## src/rtl/sequence_product_cache_pkg.sv

```systemverilog
// Shared types for the sequence product cache: complex 2x2 matrix layout,
// gate-id width and the controller state encoding.
package sequence_product_cache_pkg;

    localparam int NUMERIC_BITS = 19;
    localparam int GATE_BITS    = 5;

    // Indexed [row][col][re/im]; each element is a signed fixed-point value.
    typedef logic [0:1][0:1][0:1][NUMERIC_BITS-1:0] cmat_t;

    typedef enum logic [1:0] {
        IDLE,
        FETCH,
        MUL,
        WRITE
    } state_e;

endpackage

```

## src/rtl/sequence_product_cache_if.sv

```systemverilog
// Request, result, gate-table and multiplier signals of the sequence product cache.
interface sequence_product_cache_if
    import sequence_product_cache_pkg::*;
#(
    parameter int IDX_BITS     = 4,
    parameter int HIT_CNT_BITS = 16
);

    logic                    flush;
    logic                    seq_valid;
    logic                    seq_ready;
    logic [IDX_BITS-1:0]     seq_index;
    logic [GATE_BITS-1:0]    seq_gate;
    logic                    seq_first;
    cmat_t                   result_mtx;
    logic                    result_valid;
    logic                    err;
    logic [HIT_CNT_BITS-1:0] hit_count;
    logic [GATE_BITS-1:0]    gt_gate;
    logic                    gt_req;
    logic                    gt_done;
    cmat_t                   gt_mtx;
    cmat_t                   mul_a;
    cmat_t                   mul_b;
    logic                    mul_start;
    logic                    mul_done;
    cmat_t                   mul_result;

    modport slave (
        input  flush, seq_valid, seq_index, seq_gate, seq_first,
        input  gt_done, gt_mtx, mul_done, mul_result,
        output seq_ready, result_mtx, result_valid, err, hit_count,
        output gt_gate, gt_req, mul_a, mul_b, mul_start
    );

    modport master (
        output flush, seq_valid, seq_index, seq_gate, seq_first,
        output gt_done, gt_mtx, mul_done, mul_result,
        input  seq_ready, result_mtx, result_valid, err, hit_count,
        input  gt_gate, gt_req, mul_a, mul_b, mul_start
    );

endinterface

```

## src/rtl/sequence_product_cache_bank.sv

```systemverilog
// Per-level storage of partial products, their gate/first tags and valid bits,
// with a tag write that also invalidates every level at or below it.
module sequence_product_cache_bank
    import sequence_product_cache_pkg::*;
#(
    parameter int DEPTH    = 8,
    parameter int IDX_BITS = 4
) (
    input  logic                 clk,
    input  logic                 reset,
    input  logic                 flush_i,
    input  logic [IDX_BITS-1:0]  lkIdx_i,
    input  logic                 tagWe_i,
    input  logic [GATE_BITS-1:0] tagGate_i,
    input  logic                 tagFirst_i,
    input  logic                 wrEn_i,
    input  logic [IDX_BITS-1:0]  wrIdx_i,
    input  cmat_t                wrMtx_i,
    input  logic [IDX_BITS-1:0]  rdIdx_i,
    output cmat_t                rdMtx_o,
    output cmat_t                lvl0Mtx_o,
    output logic                 lkVld_o,
    output logic [GATE_BITS-1:0] lkGate_o,
    output logic                 lkFirst_o,
    output logic [DEPTH-1:0]     vld_o
);

    cmat_t                mtx_q     [DEPTH];
    logic [GATE_BITS-1:0] tagGate_q [DEPTH];
    logic [DEPTH-1:0]     tagFirst_q;
    logic [DEPTH-1:0]     vld_q;

    // A completed write wins over the invalidate; both never target one level in one cycle.
    always_ff @(posedge clk) begin
        for (int j = 0; j < DEPTH; j++) begin
            if (reset || flush_i) begin
                vld_q[j] <= 1'b0;
            end else if (wrEn_i && wrIdx_i == IDX_BITS'(j)) begin
                vld_q[j] <= 1'b1;
            end else if (tagWe_i && IDX_BITS'(j) <= lkIdx_i) begin
                vld_q[j] <= 1'b0;
            end
        end
    end

    always_ff @(posedge clk) begin
        for (int j = 0; j < DEPTH; j++) begin
            if (tagWe_i && lkIdx_i == IDX_BITS'(j)) begin
                tagGate_q[j]  <= tagGate_i;
                tagFirst_q[j] <= tagFirst_i;
            end
            if (wrEn_i && wrIdx_i == IDX_BITS'(j)) begin
                mtx_q[j] <= wrMtx_i;
            end
        end
    end

    always_comb begin
        rdMtx_o   = '0;
        lkVld_o   = 1'b0;
        lkGate_o  = '0;
        lkFirst_o = 1'b0;
        for (int j = 0; j < DEPTH; j++) begin
            if (rdIdx_i == IDX_BITS'(j)) begin
                rdMtx_o = mtx_q[j];
            end
            if (lkIdx_i == IDX_BITS'(j)) begin
                lkVld_o   = vld_q[j];
                lkGate_o  = tagGate_q[j];
                lkFirst_o = tagFirst_q[j];
            end
        end
    end

    assign lvl0Mtx_o = mtx_q[0];
    assign vld_o     = vld_q;

endmodule

```

## src/rtl/sequence_product_cache.sv

```systemverilog
// Caches P[i] = P[i+1] * G[i] per level, fetching gate matrices and driving an
// external multiplier only on misses; level 0 is the product presented downstream.
module sequence_product_cache
    import sequence_product_cache_pkg::*;
#(
    parameter int DEPTH        = 8,
    parameter int IDX_BITS     = 4,
    parameter int HIT_CNT_BITS = 16
) (
    input logic                     clk,
    input logic                     reset,
    sequence_product_cache_if.slave bus
);

    state_e state_q, state_d;

    logic [IDX_BITS-1:0]     idx_q;
    logic [GATE_BITS-1:0]    gate_q;
    logic                    first_q;
    logic                    loadedVld_q;
    logic [GATE_BITS-1:0]    loadedGate_q;
    cmat_t                   loadedMtx_q;
    cmat_t                   prod_q;
    logic [HIT_CNT_BITS-1:0] hitCount_q;
    logic                    err_q, err_d;
    logic                    resultValid_q, resultValid_d;
    logic                    gtReq_q, gtReq_d;
    logic                    mulStart_q, mulStart_d;

    logic                    transfer, inRange, lastLevel, nextVld;
    logic                    reject, hit, gateLoaded;
    logic                    hitInc, tagWe, wrEn, flushCache, loadGate, capture;
    logic                    lkVld, lkFirst;
    logic [GATE_BITS-1:0]    lkGate;
    logic [DEPTH-1:0]        vld;
    cmat_t                   rdMtx, lvl0Mtx, wrMtx;

    sequence_product_cache_bank #(
        .DEPTH    (DEPTH),
        .IDX_BITS (IDX_BITS)
    ) bank (
        .clk        (clk),
        .reset      (reset),
        .flush_i    (flushCache),
        .lkIdx_i    (bus.seq_index),
        .tagWe_i    (tagWe),
        .tagGate_i  (bus.seq_gate),
        .tagFirst_i (bus.seq_first),
        .wrEn_i     (wrEn),
        .wrIdx_i    (idx_q),
        .wrMtx_i    (wrMtx),
        .rdIdx_i    (idx_q + IDX_BITS'(1)),
        .rdMtx_o    (rdMtx),
        .lvl0Mtx_o  (lvl0Mtx),
        .lkVld_o    (lkVld),
        .lkGate_o   (lkGate),
        .lkFirst_o  (lkFirst),
        .vld_o      (vld)
    );

    assign bus.seq_ready = (state_q == IDLE) && !bus.flush;
    assign transfer      = bus.seq_valid && bus.seq_ready;

    // A non-first gate needs a valid parent product one level up.
    always_comb begin
        inRange   = bus.seq_index < IDX_BITS'(DEPTH);
        lastLevel = bus.seq_index == IDX_BITS'(DEPTH - 1);
        nextVld   = 1'b0;
        for (int j = 0; j < DEPTH; j++) begin
            if (IDX_BITS'(j) == bus.seq_index + IDX_BITS'(1)) begin
                nextVld = vld[j];
            end
        end
        reject     = !inRange || (!bus.seq_first && (lastLevel || !nextVld));
        hit        = lkVld && lkGate == bus.seq_gate && lkFirst == bus.seq_first;
        gateLoaded = loadedVld_q && loadedGate_q == bus.seq_gate;
    end

    always_ff @(posedge clk) begin
        if (reset) begin
            state_q <= IDLE;
        end else begin
            state_q <= state_d;
        end
    end

    always_comb begin
        state_d = state_q;
        unique case (state_q)
            IDLE: begin
                if (transfer && !reject && !hit) begin
                    if (gateLoaded) begin
                        state_d = bus.seq_first ? WRITE : MUL;
                    end else begin
                        state_d = FETCH;
                    end
                end
            end
            FETCH: begin
                if (bus.gt_done) begin
                    state_d = first_q ? WRITE : MUL;
                end
            end
            MUL: begin
                if (bus.mul_done) begin
                    state_d = WRITE;
                end
            end
            WRITE:   state_d = IDLE;
            default: state_d = IDLE;
        endcase
    end

    always_comb begin
        err_d         = 1'b0;
        resultValid_d = 1'b0;
        gtReq_d       = 1'b0;
        mulStart_d    = 1'b0;
        hitInc        = 1'b0;
        tagWe         = 1'b0;
        wrEn          = 1'b0;
        flushCache    = 1'b0;
        loadGate      = 1'b0;
        capture       = 1'b0;
        wrMtx         = first_q ? loadedMtx_q : prod_q;
        unique case (state_q)
            IDLE: begin
                flushCache = bus.flush;
                if (transfer) begin
                    if (reject) begin
                        err_d = 1'b1;
                    end else if (hit) begin
                        hitInc        = 1'b1;
                        resultValid_d = (bus.seq_index == '0);
                    end else begin
                        tagWe      = 1'b1;
                        gtReq_d    = !gateLoaded;
                        mulStart_d = gateLoaded && !bus.seq_first;
                    end
                end
            end
            FETCH: begin
                if (bus.gt_done) begin
                    loadGate   = 1'b1;
                    mulStart_d = !first_q;
                end
            end
            MUL: begin
                capture = bus.mul_done;
            end
            WRITE: begin
                wrEn          = 1'b1;
                resultValid_d = (idx_q == '0);
            end
            default: ;
        endcase
    end

    // Pulses are registered so each response appears the cycle after its cause.
    always_ff @(posedge clk) begin
        if (reset) begin
            loadedVld_q   <= 1'b0;
            hitCount_q    <= '0;
            err_q         <= 1'b0;
            resultValid_q <= 1'b0;
            gtReq_q       <= 1'b0;
            mulStart_q    <= 1'b0;
        end else begin
            err_q         <= err_d;
            resultValid_q <= resultValid_d;
            gtReq_q       <= gtReq_d;
            mulStart_q    <= mulStart_d;
            if (flushCache) begin
                loadedVld_q <= 1'b0;
            end else if (loadGate) begin
                loadedVld_q <= 1'b1;
            end
            if (hitInc && hitCount_q != '1) begin
                hitCount_q <= hitCount_q + HIT_CNT_BITS'(1);
            end
        end
    end

    always_ff @(posedge clk) begin
        if (transfer) begin
            idx_q   <= bus.seq_index;
            gate_q  <= bus.seq_gate;
            first_q <= bus.seq_first;
        end
        if (loadGate) begin
            loadedGate_q <= gate_q;
            loadedMtx_q  <= bus.gt_mtx;
        end
        if (capture) begin
            prod_q <= bus.mul_result;
        end
    end

    assign bus.err          = err_q;
    assign bus.result_valid = resultValid_q;
    assign bus.gt_req       = gtReq_q;
    assign bus.mul_start    = mulStart_q;
    assign bus.gt_gate      = gate_q;
    assign bus.hit_count    = hitCount_q;
    assign bus.result_mtx   = lvl0Mtx;
    assign bus.mul_a        = rdMtx;
    assign bus.mul_b        = loadedMtx_q;

endmodule

```

## src/flat_wrapper.sv

```systemverilog
// flat-port wrapper written by rule: the top's interface ports become plain ports
module sequence_product_cache_flat import sequence_product_cache_pkg::*;
#(
    parameter int DEPTH        = 8,
    parameter int IDX_BITS     = 4,
    parameter int HIT_CNT_BITS = 16
)
  (clk, reset, bus_flush, bus_seq_valid, bus_seq_index, bus_seq_gate, bus_seq_first, bus_gt_done, bus_gt_mtx, bus_mul_done, bus_mul_result, bus_seq_ready, bus_result_mtx, bus_result_valid, bus_err, bus_hit_count, bus_gt_gate, bus_gt_req, bus_mul_a, bus_mul_b, bus_mul_start);
  sequence_product_cache_if #(.IDX_BITS(IDX_BITS), .HIT_CNT_BITS(HIT_CNT_BITS)) bus_i ();
  input logic clk;
  input logic reset;
  input wire logic [$bits(bus_i.flush)-1:0] bus_flush;
  input wire logic [$bits(bus_i.seq_valid)-1:0] bus_seq_valid;
  input wire logic [$bits(bus_i.seq_index)-1:0] bus_seq_index;
  input wire logic [$bits(bus_i.seq_gate)-1:0] bus_seq_gate;
  input wire logic [$bits(bus_i.seq_first)-1:0] bus_seq_first;
  input wire logic [$bits(bus_i.gt_done)-1:0] bus_gt_done;
  input wire logic [$bits(bus_i.gt_mtx)-1:0] bus_gt_mtx;
  input wire logic [$bits(bus_i.mul_done)-1:0] bus_mul_done;
  input wire logic [$bits(bus_i.mul_result)-1:0] bus_mul_result;
  output wire logic [$bits(bus_i.seq_ready)-1:0] bus_seq_ready;
  output wire logic [$bits(bus_i.result_mtx)-1:0] bus_result_mtx;
  output wire logic [$bits(bus_i.result_valid)-1:0] bus_result_valid;
  output wire logic [$bits(bus_i.err)-1:0] bus_err;
  output wire logic [$bits(bus_i.hit_count)-1:0] bus_hit_count;
  output wire logic [$bits(bus_i.gt_gate)-1:0] bus_gt_gate;
  output wire logic [$bits(bus_i.gt_req)-1:0] bus_gt_req;
  output wire logic [$bits(bus_i.mul_a)-1:0] bus_mul_a;
  output wire logic [$bits(bus_i.mul_b)-1:0] bus_mul_b;
  output wire logic [$bits(bus_i.mul_start)-1:0] bus_mul_start;
  assign bus_i.flush = bus_flush;
  assign bus_i.seq_valid = bus_seq_valid;
  assign bus_i.seq_index = bus_seq_index;
  assign bus_i.seq_gate = bus_seq_gate;
  assign bus_i.seq_first = bus_seq_first;
  assign bus_i.gt_done = bus_gt_done;
  assign bus_i.gt_mtx = bus_gt_mtx;
  assign bus_i.mul_done = bus_mul_done;
  assign bus_i.mul_result = bus_mul_result;
  assign bus_seq_ready = bus_i.seq_ready;
  assign bus_result_mtx = bus_i.result_mtx;
  assign bus_result_valid = bus_i.result_valid;
  assign bus_err = bus_i.err;
  assign bus_hit_count = bus_i.hit_count;
  assign bus_gt_gate = bus_i.gt_gate;
  assign bus_gt_req = bus_i.gt_req;
  assign bus_mul_a = bus_i.mul_a;
  assign bus_mul_b = bus_i.mul_b;
  assign bus_mul_start = bus_i.mul_start;
  sequence_product_cache #(.DEPTH(DEPTH), .IDX_BITS(IDX_BITS), .HIT_CNT_BITS(HIT_CNT_BITS)) u_core (.clk(clk), .reset(reset), .bus(bus_i));
endmodule
```

## config.mk

```make
export PLATFORM = sky130hd
export DESIGN_NAME = sequence_product_cache_flat
export DESIGN_NICKNAME = d
export VERILOG_FILES = /design/src/rtl/sequence_product_cache_pkg.sv /design/src/rtl/sequence_product_cache_if.sv /design/src/rtl/sequence_product_cache_bank.sv /design/src/rtl/sequence_product_cache.sv /design/src/flat_wrapper.sv
export SDC_FILE = /design/constraint.sdc
export NUM_CORES = 1
export LEC_CHECK = 0
export BUFFER_PORTS_ARGS = -buffer_cell sky130_fd_sc_hd__buf_2
export CORE_AREA = 4 4 355 531
export CTS_BUF_LIST = sky130_fd_sc_hd__clkbuf_8
export CTS_CLUSTER_DIAMETER = 30
export DETAILED_ROUTE_END_ITERATION = 8
export DIE_AREA = 0 0 359 535
export PLACE_DENSITY = 0.58
export SLEW_MARGIN = 20
export SYNTH_ARGS = -nofsm -noshare
export SYNTH_HDL_FRONTEND = slang
export SYNTH_HIERARCHICAL = 1
export SYNTH_SLANG_ARGS = --single-unit
```

## constraint.sdc

```tcl
create_clock -name clk -period 36.9 [get_ports clk]
set_input_delay 7.38 -clock clk [delete_from_list [all_inputs] [get_ports clk]]
set_output_delay 7.38 -clock clk [all_outputs]
set_load 0.01 [all_outputs]
```

# Word-level counts from Yosys, hierarchy flattened
# Memory sizes are Yosys's and may differ from the RTL's.
# Cells that the tools add are included.
# Widths: inputs -> output; s select.
totals:
  reg_bits: 358
  mem_bits_rw: 1256
  input_bits: 320
  output_inout_bits: 482
  elab_cells: 334
  memories: 2
memory_table:
  columns: ["name", "words", "word_bits", "rd", "rd_clocked_by_memory_dff", "wr", "line", "text"]
  rows:
  - ["u_core.bank.mtx_q", 8, 152, 8, 0, 1, "sequence_product_cache_bank.sv:28", "cmat_t mtx_q [DEPTH];"]
  - ["u_core.bank.tagGate_q", 8, 5, 8, 0, 1, "sequence_product_cache_bank.sv:29", "logic [GATE_BITS-1:0] tagGate_q [DEPTH];"]
classes:
  n_addsub: 3
  n_lt_le_gt_ge: 9
  eq_ne: 38
  mux: 161
  bitwise_logic: 2
  n_reduce_logical: 76
ops:
  columns: ["operator", "n"]
  rows:
  - ["$mux 152", 16]
  - ["$reduce_or 152->1", 7]
  - ["$mux 1", 109]
  - ["$mux 5", 15]
  - ["$eq 4x3->1 const B", 12]
  - ["$mux 3", 14]
  - ["$reduce_or 5->1", 8]
  - ["$logic_and 1x1->1", 34]
  - ["$eq 4x2->1 const B", 6]
  - ["$add 16x1->16 const B", 1]
  - ["$eq 3x4->1 const A", 4]
  - ["$le 3x4->1 const A", 4]
  - ["$logic_not 4->1", 4]
  - ["$ne 16x16->1 const B", 1]
  - ["$reduce_bool 2->1", 8]
  - ["$eq 4x1->1 const B", 3]
  - ["$eq 5x5->1", 2]
  - ["$add 4x1->4 const B", 2]
  - ["$eq 2x4->1 const A", 2]
  - ["$le 1x4->1 const A", 2]
  - ["$le 2x4->1 const A", 2]
  - ["$logic_not 1->1", 8]
  - ["$mux 2", 4]
  - ["$pmux 2 s4", 1]
  - ["other kinds (13)", 20]

# Longest topological paths before layout
# Gate-level depths: netlist of run 1.
depth:
  word_depth: 28
  mapped_depth: 14
  mapped_depth_nobuf: 12

# Hierarchy
# The synthesis of run 1 kept the hierarchy.
modules_own_cells:
  columns: ["mod", "n_inst", "cells_per_inst", "area_per_inst_um2", "seq_area_each_um2"]
  rows:
  - ["sequence_product_cache_bank", 1, 2680, 51074.0, 38116.6]
  - ["sequence_product_cache", 1, 682, 12952.4, 10039.6]

# Least setup slack after synthesis of run 1
# Ideal clock, no wire load.
synth_path:
  path_type: "input port to output port"
  start: "in bus_flush"
  end: "out bus_seq_ready"
  arrival_time_ns: 7.588
  setup_slack_ns: 21.932
  cell_stages: 1
  n_path_buf: 0
  path_cell_list: "nor2b_1"
synth_between:
  elab_chain_len: 2
synth_lines:
  columns: ["element", "line", "text"]
  rows:
  - ["start: declaration", "flat_wrapper.sv:12", "input wire logic [$bits(bus_i.flush)-1:0] bus_flush;"]
  - ["$logic_not 1->1", "sequence_product_cache.sv:61", "assign bus.seq_ready = (state_q == IDLE) && !bus.flush;"]
  - ["$logic_and 1x1->1", "sequence_product_cache.sv:61", null]
  - ["end: declaration", "flat_wrapper.sv:21", "output wire logic [$bits(bus_i.seq_ready)-1:0] bus_seq_ready;"]
# Every way passes these cells.

# Final worst setup path of run 1
# Ends and elaborated chain as after synthesis.

==> results.md, run 1 <==
- Async S/R FF share, synth: 0
- Postcts setup bufs: 0
- Worst-Margin Slew: 1.18 ns
- DRT Pass-1 Iters: 5
- PostCTS Resize Cnt: 0
- Vias in the first global route: 36100
- Yosys cell types: 71
- Busiest layer in global routing: met2
- Final Critical Period: 15.18 ns
- Final wirelength: 166 mm
- Post-route setup TNS: 0 ns
- Row count: 193
- Antenna violations before repair: 14
- Die width: 359 um
- First-pass GRT wire length: 240 mm
- Initial Util: 0.348
- Die area: 192000 um^2
- Layout cell share with drive strength beyond 1: 0.388
- Static leakage: 26.3 nW
- Critical path required time: 29.52 ns
- Register area: 48200 um^2
- Pwr/cell area: 56.0 nW/um^2
- Cells after Synth: 3362
- Post-synthesis net count: 3690
- Synth top cells by count: edfxtp_1, mux4_2, mux2i_1, buf_4, mux2_2
- Cell accounting for the most synthesized area: edfxtp_1
- Worst-skew pair later-pin latency: 0.91 ns
- Drt wl/cell: 24.2 um
- Longest Clk Path Bufs: 4
- Worst rel slew slack: 0.212
- Routed vias/inst: 4.97
- Worst VDD drop: 0.0000398 V
- Maximum capacitance violations: 0
- Final Cycle Share: 0.411
- IO Pins: 802
- Status: completed
- TritonCTS buffer count: 307
- Synth-to-Final Area Change: 18.2%
- Remaining DRCs: 0
- Worst setup EP type: primary output
- Multi-input gate area: 13500 um^2
- Worst min path class: reg2reg
- Syn Std Cell Area: 64000 um^2
- Met2 usage: 0.279
- Nets: 4515
- Met3 Usage GRT: 0.0481
- Count leader, synth: edfxtp_1
- Pwr Total: 4.24 mW
- Area share of the largest cell type after synthesis: 0.742
- Met1 Track Usage GR: 0.214
- Crit path kind: in2out
- Total track usage: 0.168
- RSZ-0062 raised after global routing: no
- CTS tree: done
- Critical Path Source Type: input port
- Setup-failing EPs final: 0
- Clock tree root driver cell: clkbuf_8
- Clk_skew: 0.0535 ns
- Synthesized area per cell: 19.0 um^2
- Pins over their slew limit: 0
- Worst path arrival time: 7.80 ns
- PortBufs: 801
- H-tree levels: 5
- Core footprint: 184000 um^2
- Final Hold Vio Count: 0
- DP HPWL: 98.9 mm
- Antenna-violating nets left: 0
- Starting DRT DRC Count: 2496
- Largest net degree at the start of global routing: 127
- Clock Sinks: 1614
- Dominant synthesized flop cell: edfxtp_1
- Yosys reg bits: 1614
- Grt ovf: 0
- Total number of vias: 34100
- Hold-fix buffers, CTS: 0
- Number of synthesized flops with an enable pin: 1583
- Clock transition at path regs: 0.06 ns
- YS warnings: 6
- Die height: 535 um
- Crit-path max FO: 2
- Register area share after synthesis: 0.752
- Area contributors post-synth: edfxtp_1, mux4_2, mux2_2
- Global placer's final weighted congestion: 0.766
- Max Freq: 65.9 MHz
- Layout fillers: 16700
critical path: stages:
cell and delay (ns):
buf_2 0.11, nor2b_1 0.15, buf_2 0.16
power breakdown:
part | leakage [nW] | internal, mW | switching, mW | total (mW)
clock | 3.31 | 1.01 | 0.782 | 1.79
sequential | 14.5 | 2.05 | 0.00949 | 2.06
combinational | 8.50 | 0.148 | 0.244 | 0.392
total | 26.3 | 3.20 | 1.04 | 4.24
logic make-up after synthesis:
family	Yosys count	share of synthesized area
AND/OR/NAND/NOR	351	0.0304
flip-flops	1614	0.752
adder cells (fa/ha/maj)	8	0.00156
AO/OA/AOI/OAI	454	0.0463
buffers and inverters	375	0.0391
XOR/XNOR	15	0.00205
multiplexers	545	0.129
final timing paths:
path / endpoint / from / depth (start not counted) / slack [ns]
setup / recovery: bus_seq_ready / bus_flush / 3 / 21.72
hold / removal: u_core/loadedGate_q[1]$_DFFE_PP_ / u_core/bus.gt_gate[1]$_DFFE_PP_ / 0 / 0.48
setup reg to reg: u_core/bank/mtx_q[1][383]$_DFFE_PP_ / u_core/state_q[0]$_SDFFE_PP0P_ / 5 / 33.07
hold reg to reg: u_core/loadedGate_q[1]$_DFFE_PP_ / u_core/bus.gt_gate[1]$_DFFE_PP_ / 0 / 0.48
state kept, by name (all words and copies together), names as in the netlist:
signal                   cells
u_core/prod_q              152
u_core/bus.mul_b           152
u_core/bank/tagGate_q       40
u_core/bus.gt_gate           5
u_core/bus.mul_start         1
u_core/idx_q                 4
u_core/bus.hit_count        16
u_core/bank/mtx_q         1216
u_core/bus.err               1
u_core/loadedGate_q          5
u_core/bank/tagFirst_q       8
u_core/bus.result_valid      1
u_core/state_q               2
u_core/bus.gt_req            1
u_core/loadedVld_q           1
u_core/bank/vld_o            8
u_core/first_q               1
cell usage in the layout, fill, tap and decap left out, drive strengths merged, types with 25 or more instances in the layout:
cell / instances
a21o: 25
a21oi: 146
buf: 857
bufinv: 29
clkbuf: 310
clkinv: 103
clkinvlp: 29
dfxtp: 31
edfxtp: 1583
inv: 99
mux2: 164
mux2i: 177
mux4: 204
nand2: 27
nand2b: 50
nor2: 131
o21ai: 84
o22ai: 40
o2bb2ai: 25
per-stage QoR:
stage                     setup slack [ns]  std cells   util  instance area, um^2  hold slack, ns
after floorplan                      21.93       3362      -                64000           0.464
after global placement               21.73       6315  0.377                69400           0.470
after detailed placement             21.73       6315  0.377                69400           0.459
after CTS                            21.72       6851  0.411                75600           0.475
after global routing                 21.67       6855  0.411                75600           0.489
final                                21.72       6862  0.411                75600           0.480
per-layer routing:
metal | vias to the layer above | wire length [um]
met5 | - | 85
met4 | 12 | 3810
met3 | 279 | 12700
met2 | 1264 | 81100
met1 | 17500 | 68700
li1 | 15100 | -
layout make-up:
class | instances | share of cell area
inverter | 34 | 0.00179
antenna | 11 | 0.000364
clock inverter | 226 | 0.0264
timing repair buffer | 857 | 0.0597
sequential | 1614 | 0.637
multi-input combinational | 1373 | 0.178
clock buffer | 310 | 0.0564
tap | 2437 | 0.0403
Power figures use the tool's default switching activity.
==> run 2, diff against run 1 <==
- ABC_AREA: not set -> 1
- CORE_AREA: 4 4 355 531 -> 4 4 351 526
- DIE_AREA: 0 0 359 535 -> 0 0 355 530
- PLACE_DENSITY: 0.58 -> 0.59
- clock period: 36.9 -> 15.7 ns (I/O delays scaled with it)
==> run 2 against run 1 <==
First-iteration DRC count grew 38%. Worst hold slack gained 0.016 ns. Count of clock-buffer cells in the layout shrank 4. Power grew to 2.5 times the previous value. Setup slack lost 15 ns. Critical endpoint is now bus_mul_a[60].
==> results.md, run 2 <==
- Count leader, synth: edfxtp_1
- Die area: 188000 um^2
- Clock transition at path regs: 0.06 ns
- Post-synthesis net count: 5067
- Multi-input gate area: 11500 um^2
- Cell accounting for the most synthesized area: edfxtp_1
- Yosys reg bits: 1614
- Drt wl/cell: 22.4 um
- PortBufs: 801
- Crit path kind: reg2out
- WHS Path Cells: 2
- Layout cell share with drive strength beyond 1: 0.233
- Setup-failing EPs final: 0
- Dominant synthesized flop cell: edfxtp_1
- Remaining DRCs: 0
- Post-route setup TNS: 0 ns
- DP HPWL: 111 mm
- Yosys cell types: 41
- DRT Pass-1 Iters: 6
- Largest register FFs: 1216
- Worst min path class: reg2reg
- Total number of vias: 40500
- Syn Std Cell Area: 62600 um^2
- Cells after Synth: 4739
- Worst-skew pair later-pin latency: 0.89 ns
- Initial Util: 0.348
- Register-to-Register Setup Slack: 11.67 ns
- Total track usage: 0.188
- Register area share after synthesis: 0.769
- Antenna-violating nets left: 0
- Core footprint: 180000 um^2
- Most frequent cells in the layout: edfxtp_1, nand2_1, buf_2
- Worst rel slew slack: 0.265
- CTS tree: done
- PostCTS Resize Cnt: 0
- Clock tree root driver cell: clkbuf_8
- Grt ovf: 0
- Seq pwr share: 0.477
- Worst VDD drop: 0.0000988 V
- Largest net degree at the start of global routing: 248
- Status: completed
- Area contributors post-synth: edfxtp_1, nand2_1, nand3_1
- Longest Clk Path Bufs: 4
- Comb pwr share: 0.129
- Routed vias/inst: 4.97
- IO Pins: 802
- Hold Path Origin: u_core/bank/vld_o[2]$_SDFFE_PP0P_
- Row count: 191
- H-tree levels: 5
- Synthesized area per cell: 13.2 um^2
- Layout fillers: 16900
- Final Cycle Share: 0.544
- Crit Reg-Reg Startpoint: u_core/state_q[1]$_SDFFE_PP0P_
- Synth-to-Final Area Change: 18.8%
- Hold WS: 0.495 ns
- First-pass GRT wire length: 266 mm
- Register area: 48200 um^2
- Worst-Margin Slew: 1.10 ns
- Nets: 5837
- Final wirelength: 183 mm
- Switching share of power: 0.274
- Die height: 530 um
- Async S/R FF share, synth: 0
- Critical path required time: 12.56 ns
- YS warnings: 6
- Pwr/cell area: 143 nW/um^2
- R2r endpoint: u_core/bank/mtx_q[1][450]$_DFFE_PP_
- Net Sw Power: 2.93 mW
- Worst setup EP type: primary output
- Final non-filler cell total: 8163
- Critical Path Source Type: flip-flop
- Crit-path max FO: 43
- Global placer's final weighted congestion: 0.804
- Area share of the largest cell type after synthesis: 0.759
- Most common library cell in the layout ignoring fill and taps: edfxtp_1
- Cell Int Power: 7.73 mW
- Starting DRT DRC Count: 3434
- Final Core Density: 0.413
- Largest Register: u_core/bank/mtx_q
- Synth top cells by count: edfxtp_1, nand2_1, nand3_1, nor2_1, nand4_1
- Antenna violations before repair: 8
- Hold-fix buffers, CTS: 0
- TritonCTS buffer count: 302
- Max Freq: 117 MHz
- Maximum capacitance violations: 0
- Number of synthesized flops with an enable pin: 1583
- Worst hold path endpoint: u_core/bank/vld_o[2]$_SDFFE_PP0P_
- Pins over their slew limit: 0
- Postcts setup bufs: 0
- Worst path arrival time: 5.40 ns
- Die width: 355 um
- Worst reg2reg path depth: 7
- Clk_skew: 0.0831 ns
- Final Hold Vio Count: 0
- Clock Sinks: 1614
- Post-placement cell count: 7615
- Static leakage: 27.3 nW
- Vias in the first global route: 41000
- RSZ-0062 raised after global routing: no
- Clock power frac: 0.394
- Final Critical Period: 8.54 ns
## run 2: changes by cell type in the layout (fill, tap and decap cells not counted), moves of 64 or more
cell,previous run,this run
a21oi_1,146,26
inv_1,78,268
mux2_2,164,0
mux2i_1,177,0
mux4_2,200,0
nand2_1,27,1036
nand3_1,6,664
nand4_1,6,306
nor2_1,122,355
o21ai_0,78,14
## run 2: worst max path at each step
| stage | start | endpoint | slack [ns] | cells after the start |
|---|---|---|---|---|
| global placement | u_core/idx_q[0]$_DFFE_PP_ | bus_mul_a[60] | 8.01 | 12 |
| finish | u_core/idx_q[0]$_DFFE_PP_ | bus_mul_a[60] | 7.16 | 12 |
| CTS | u_core/idx_q[0]$_DFFE_PP_ | bus_mul_a[18] | 6.94 | 11 |
| global route | u_core/idx_q[0]$_DFFE_PP_ | bus_mul_a[32] | 6.74 | 11 |
| detailed placement | u_core/idx_q[0]$_DFFE_PP_ | bus_mul_a[18] | 8.00 | 11 |
| floorplan | u_core/idx_q[2]$_DFFE_PP_ | u_core/bank/mtx_q[0][456]$_DFFE_PP_ | 3.79 | 2 |
## run 2: cell type report
class	instances	share of cell area
clock inverter	234	0.0272
clock buffer	306	0.0566
inverter	228	0.0124
multi-input combinational	2505	0.155
antenna	6	0.000202
sequential	1614	0.647
timing repair buffer	858	0.0610
tap	2412	0.0405
## run 2: cell families after synthesis
kind of cell | synth area share
flops | 0.769
buf+inv | 0.0480
xor+xnor | 0.00266
compound gates | 0.00621
simple gates | 0.173
fa+ha+maj | 0.00160
## run 2: critical path, cell delays in order (launching register included)
cell and delay [ns]:
edfxtp_1 0.47, inv_1 0.59, ha_1 0.44, nor2_4 0.76, buf_4 0.69, buf_4 0.70
nand3_1 0.14, nand2_1 0.10, nor2_1 0.04, nand3_1 0.06, nand2_1 0.12, nand3_1 0.14
buf_2 0.16
## run 2: metal layers
metal	global-route usage	up-vias	wire length, um
met5	0	-	21
met4	0.0528	4	3940
met3	0.0489	260	15400
met2	0.318	1636	88800
met1	0.239	20200	74500
li1	-	18400	-
## run 2: power by group through the flow
stage | clock (mW) | combinational [mW] | sequential (mW)
floorplan | 0 | 0.712 | 5.21
global placement | 0 | 1.36 | 5.17
detailed placement | 0 | 1.39 | 5.18
CTS | 4.31 | 1.39 | 5.09
global route | 4.53 | 1.50 | 5.10
finish | 4.20 | 1.37 | 5.09
## run 2: stage by stage
| step | setup slack (ns) | area (um^2) | total power, mW |
|---|---|---|---|
| global placement | 8.01 | 68100 | 6.53 |
| finish | 7.16 | 74400 | 10.7 |
| floorplan | 3.79 | 62600 | 5.92 |
| global route | 6.74 | 74400 | 11.1 |
| detailed placement | 8.00 | 68100 | 6.56 |
| CTS | 6.94 | 74400 | 10.8 |
